File: config.mk
export PLATFORM = sky130hd
export DESIGN_NAME = edac_parity_tree
export DESIGN_NICKNAME = d
export VERILOG_FILES = /design/src/rtl/edac_parity_tree.sv
export SDC_FILE = /design/constraint.sdc
export NUM_CORES = 1
export LEC_CHECK = 0
export ABC_CLOCK_PERIOD_IN_PS = 2000
export CAP_MARGIN = 30
export CORE_MARGIN = 3
export CORE_UTILIZATION = 48
export CTS_CLUSTER_SIZE = 28
export DETAILED_ROUTE_END_ITERATION = 16
export PLACE_DENSITY = 0.79
export RECOVER_POWER = 50
export REMOVE_ABC_BUFFERS = 1
export SETUP_SLACK_MARGIN = 0.15
export SYNTH_ARGS = -nofsm -noshare
export SYNTH_HDL_FRONTEND = slang
export SYNTH_SLANG_ARGS = --single-unit
File: constraint.sdc
create_clock -name clk -period 2 [get_ports clk]
set_clock_uncertainty 0.2 [all_clocks]
set_input_delay 0.6 -clock clk [delete_from_list [all_inputs] [get_ports clk]]
set_output_delay 0.6 -clock clk [all_outputs]
set_load 0.01 [all_outputs]
File: src/rtl/edac_parity_tree.sv
// Multi-channel pipelined XOR parity/syndrome tree with optional sof..eof frame accumulation.
// Sideband (valid/mode/sof/eof) rides alongside the tree data and is resolved at the output stage.
module edac_parity_tree #(
   parameter int                           DATA_W     = 32,
   parameter int                           CHANNELS   = 7,
   parameter int                           MICRO_W    = 2,
   parameter int                           PIPE_EVERY = 2,
   parameter logic [CHANNELS*DATA_W-1:0]   MASKS      = '1
) (
   input  logic                clk,
   input  logic                rst,
   input  logic                clkEn,
   input  logic                clr,
   input  logic                in_valid,
   input  logic [DATA_W-1:0]   in_data,
   input  logic                in_mode,
   input  logic                in_sof,
   input  logic                in_eof,
   output logic                out_valid,
   output logic [CHANNELS-1:0] out_par,
   output logic                out_err
);

   function automatic int calc_layers(input int width, input int fan_in);
      int span;
      int n;
      span = 1;
      n    = 0;
      while (span < width) begin
         span = span * fan_in;
         n    = n + 1;
      end
      return n;
   endfunction

   function automatic int ipow(input int base, input int expo);
      int r;
      r = 1;
      for (int k = 0; k < expo; k++) r = r * base;
      return r;
   endfunction

   localparam int LAYERS = calc_layers(DATA_W, MICRO_W);
   localparam int PAD_W  = ipow(MICRO_W, LAYERS);
   localparam int PE_DIV = (PIPE_EVERY != 0) ? PIPE_EVERY : 1;

   typedef enum logic {S_IDLE, S_ACCUM} state_t;

   // Zero-padded, masked copy of the input word for every channel
   logic [CHANNELS-1:0][PAD_W-1:0] masked_in;

   always_comb begin
      masked_in = '0;
      for (int c = 0; c < CHANNELS; c++) begin
         masked_in[c][DATA_W-1:0] = in_data & MASKS[c*DATA_W +: DATA_W];
      end
   end

   genvar gi;
   generate
      for (gi = 0; gi < LAYERS; gi++) begin : g_layer
         localparam int NIN  = ipow(MICRO_W, LAYERS - gi);
         localparam int NOUT = ipow(MICRO_W, LAYERS - gi - 1);
         localparam bit DO_REG = (PIPE_EVERY != 0) && (((gi + 1) % PE_DIV) == 0) && (gi < LAYERS - 1);

         logic [CHANNELS-1:0][NIN-1:0]  data_in;
         logic [CHANNELS-1:0][NOUT-1:0] node;
         logic [CHANNELS-1:0][NOUT-1:0] data_out;
         logic [3:0]                    sb_in;
         logic [3:0]                    sb_out;

         if (gi == 0) begin : g_src
            assign data_in = masked_in;
            assign sb_in   = {in_eof, in_sof, in_mode, in_valid};
         end else begin : g_chain
            assign data_in = g_layer[gi-1].data_out;
            assign sb_in   = g_layer[gi-1].sb_out;
         end

         always_comb begin
            node = '0;
            for (int c = 0; c < CHANNELS; c++) begin
               for (int n = 0; n < NOUT; n++) begin
                  node[c][n] = ^data_in[c][n*MICRO_W +: MICRO_W];
               end
            end
         end

         if (DO_REG) begin : g_reg
            // clr drops everything in flight, including a beat arriving on the same edge
            always_ff @(posedge clk or posedge rst) begin
               if (rst) begin
                  data_out <= '0;
                  sb_out   <= '0;
               end else if (clkEn) begin
                  if (clr) begin
                     data_out <= '0;
                     sb_out   <= '0;
                  end else begin
                     data_out <= node;
                     sb_out   <= sb_in;
                  end
               end
            end
         end else begin : g_wire
            assign data_out = node;
            assign sb_out   = sb_in;
         end
      end
   endgenerate

   logic [CHANNELS-1:0] tree_par;
   logic [3:0]          tail_sb;

   generate
      for (gi = 0; gi < CHANNELS; gi++) begin : g_tap
         assign tree_par[gi] = g_layer[LAYERS-1].data_out[gi][0];
      end
   endgenerate

   assign tail_sb = g_layer[LAYERS-1].sb_out;

   logic                sb_valid;
   logic                sb_mode;
   logic                sb_sof;
   logic                sb_eof;

   assign sb_valid = tail_sb[0];
   assign sb_mode  = tail_sb[1];
   assign sb_sof   = tail_sb[2];
   assign sb_eof   = tail_sb[3];

   state_t              state_reg;
   logic [CHANNELS-1:0] acc_reg;
   logic                out_valid_reg;
   logic                out_err_reg;
   logic [CHANNELS-1:0] out_par_reg;

   // Output stage: per-word results pass straight through; frame beats drive the IDLE/ACCUM machine
   always_ff @(posedge clk or posedge rst) begin
      if (rst) begin
         state_reg     <= S_IDLE;
         acc_reg       <= '0;
         out_valid_reg <= 1'b0;
         out_err_reg   <= 1'b0;
         out_par_reg   <= '0;
      end else if (clkEn) begin
         if (clr) begin
            state_reg     <= S_IDLE;
            acc_reg       <= '0;
            out_valid_reg <= 1'b0;
            out_err_reg   <= 1'b0;
            out_par_reg   <= '0;
         end else begin
            out_valid_reg <= 1'b0;
            out_err_reg   <= 1'b0;
            if (sb_valid) begin
               if (!sb_mode) begin
                  out_valid_reg <= 1'b1;
                  out_par_reg   <= tree_par;
               end else begin
                  case (state_reg)
                     S_IDLE: begin
                        if (sb_sof && sb_eof) begin
                           out_valid_reg <= 1'b1;
                           out_par_reg   <= tree_par;
                        end else if (sb_sof) begin
                           acc_reg   <= tree_par;
                           state_reg <= S_ACCUM;
                        end else begin
                           out_err_reg <= 1'b1;
                        end
                     end
                     S_ACCUM: begin
                        if (sb_sof) begin
                           // A new sof abandons the open frame and restarts from this word
                           out_err_reg <= 1'b1;
                           acc_reg     <= tree_par;
                           if (sb_eof) begin
                              out_valid_reg <= 1'b1;
                              out_par_reg   <= tree_par;
                              state_reg     <= S_IDLE;
                           end
                        end else if (sb_eof) begin
                           out_valid_reg <= 1'b1;
                           out_par_reg   <= acc_reg ^ tree_par;
                           state_reg     <= S_IDLE;
                        end else begin
                           acc_reg <= acc_reg ^ tree_par;
                        end
                     end
                     default: state_reg <= S_IDLE;
                  endcase
               end
            end
         end
      end
   end

   assign out_valid = out_valid_reg;
   assign out_err   = out_err_reg;
   assign out_par   = out_par_reg;

endmodule

==> out/results.ini <==
[critical_path]
r2r_slack_ns = 0.21
slowest_delay_ns = 0.45
crit_buf_inv = 0
worstPathCellList = xor2_2 > and3_1 > nor2_1 > a221o_1
r2r_cells = 4
cp_data_arrival_time_ns = 1.75
endpoint = out_par[0]
critPathMaxFanout = 8
required_ns = 1.97
crit_cells = 4
end_kind = flop
path_class = reg -> reg
path_delay_family = XOR/XNOR gates
crit_path_start_kind = flop
reg2reg_to = out_par[0]
crit_start = g_layer[3].data_out[1]
crit_path_top_delay_cell = xor2_2
r2r-start = g_layer[3].data_out[1]

[finish]
reg.largest.list = g_layer.data_out x10, g_layer.sb_out x8
fillers = 266
layoutNonFillerInstCount = 279
top_register = g_layer.data_out
layout.nets = 273
diodes = 0
layout-drive-gt1-share = 0.120
final_core_util = 0.728
design_area_um2 = 2560
largest_reg_flops = 10
syn_to_final_growth_pct = 39.1

[job]
drv_cap = 0

[placement]
dpl.cell_count = 271
hpwl_um = 3180
placed_area_um2 = 2460
portBuffers = 48
pre_cts_slack_ns = -0.298
gp_congestion = 0.799

[synthesis]
synth_cell_types = 30
syn_area_um2 = 1840
syn_area_per_cell_um2 = 10.8
syn_inst = 171
synth_seq_cells = 35
yosys_warnings = 0
seq_area_frac_synth = 0.476

[drt]
num_vias = 1537
wl_um = 4200
dr.pass1.iters = 4
vias_per_cell = 5.51
ant_nets = 0
drtIter0Drc = 120
wire_per_inst_um = 15.1
drc_errors = 0

[power_and_ir_drop]
finalPower_mw = 1.92
power.leakage_nw = 1.16
p_per_area_nw_per_um2 = 750
vdd_drop_max_v = 0.000422

[die]
initial_core_util = 0.523
fp.coreArea_um2 = 3520
die_area_um2 = 4620
die_h_um = 67.9
num_io_pins = 49
fp-row-count = 21
die_w_um = 67.9

[timing]
tns_ns = 0
clock.fmax_ghz = 0.560
whs_ns = 0.281
rsz0062_at_grt = true
period_share = 0.893
setup_viol = 0
worstMarginPinSlew_ns = 0.832
setup_ws_ns = 0.213
relSlewSlack = 0.445
period_minus_slack_ns = 1.79
maxSlewViolCount = 0
hold_viol = 0

[min_path]
hp-class = reg -> reg
min_path_cells = 1

[clocking]
clkLatencyLatePin_ns = 0.28
root_buffer = clkbuf_8
clk_pin_slew_worst_paths_ns = 0.07
h-tree-depth = 2
tritoncts = built
clock-sinks = 35
numCtsBuffers = 5
cts_buffer_depth = 2

[global_routing]
grt_pass1_wl_um = 6820
grt_pass1_vias = 1571
track_usage = 0.200
grt_antenna_before_repair = 0
grt_max_degree = 36
gr-total-overflow = 0

[outcome]
status = completed

## cells in the final DEF, fill, tap and decap left out, types with 2 or more instances in the layout
cell and instances:
dfrtp_1 35, xnor2_1 27, clkbuf_8 6, clkdlybuf4s50_1 37, o2bb2ai_1 2, a22o_1 20, nand2b_1 2, a21oi_4 3
o31ai_1 7, a31oi_1 7, inv_1 10, dlygate4sd2_1 9, nor2_1 9, buf_4 11, clkbuf_1 2, nand2_1 12
o21ai_0 2, a21o_1 2, xor2_1 11
## worst min-delay path by stage
stage                      endpoint            startpoint
5_1_grt                   out_valid             out_valid
3_5_place_dp              out_valid             out_valid
2_1_floorplan  g_layer[3].sb_out[2]  g_layer[1].sb_out[2]
3_3_place_gp              out_valid             out_valid
4_1_cts                   out_valid             out_valid
6_report                  out_valid             out_valid
## Yosys cell counts, drive strengths merged
cell type / instances / share of area
dfrtp: 35 / 0.48
xnor2: 27 / 0.13
a22o: 21 / 0.10
nand2: 12 / 0.024
xor2: 12 / 0.061
inv: 10 / 0.020
nor2: 9 / 0.018
a31oi: 7 / 0.024
o31ai: 7 / 0.029
clkbuf: 6 / 0.012
a21oi: 5 / 0.020
a21o: 2 / 0.0081
nand2b: 2 / 0.0068
o21ai: 2 / 0.0054
o2bb2ai: 2 / 0.0095
a221o: 1 / 0.0054
a311oi: 1 / 0.0048
a41oi: 1 / 0.0048
and3: 1 / 0.0034
and3b: 1 / 0.0048
buf: 1 / 0.0027
nand3: 1 / 0.0027
nor2b: 1 / 0.0034
nor3b: 1 / 0.0041
nor4b: 1 / 0.013
o41ai: 1 / 0.0048
or3: 1 / 0.0034
## layer usage
| metal | routed length (µm) | share of wire | global-route usage | vias to the layer above |
|---|---|---|---|---|
| met1 | 1610 | 0.38 | 0.207 | 745 |
| met2 | 2260 | 0.54 | 0.375 | 55 |
| met5 | 0 | 0 | 0 | - |
| met3 | 246 | 0.059 | 0.0542 | 12 |
| li1 | - | - | - | 725 |
| met4 | 83 | 0.020 | 0.0844 | 0 |
## area by class of cell
type | instances | area, µm² | area share
clock buffers | 6 | 82.6 | 0.0322
well taps | 46 | 57.6 | 0.0225
clock inverters | 1 | 5.00 | 0.00195
multi-input cells | 119 | 937 | 0.366
repair buffers | 62 | 567 | 0.221
inverters | 10 | 37.5 | 0.0146
flip-flops and latches | 35 | 876 | 0.342
## timing repair
action | 4_1_cts | 5_1_grt
setup endpoints to repair | 24 | 32
setup buffers | 0 | 1
gates resized for setup | 14 | 6
hold buffers | 0 | 0
## cell families (layout without fill, tap and decap cells)
logic type,count (synthesis),count (layout),synth area share
compound gates,50,50,0.215
xor+xnor,39,39,0.190
buf+inv,17,79,0.0353
flops,35,35,0.476
simple gates,30,30,0.0842
## power breakdown
part,internal [mW],switching [mW]
Combinational,0.296,0.245
Clock,0.270,0.241
Sequential,0.793,0.0765
No activity file was read; power rests on OpenSTA's default activity.
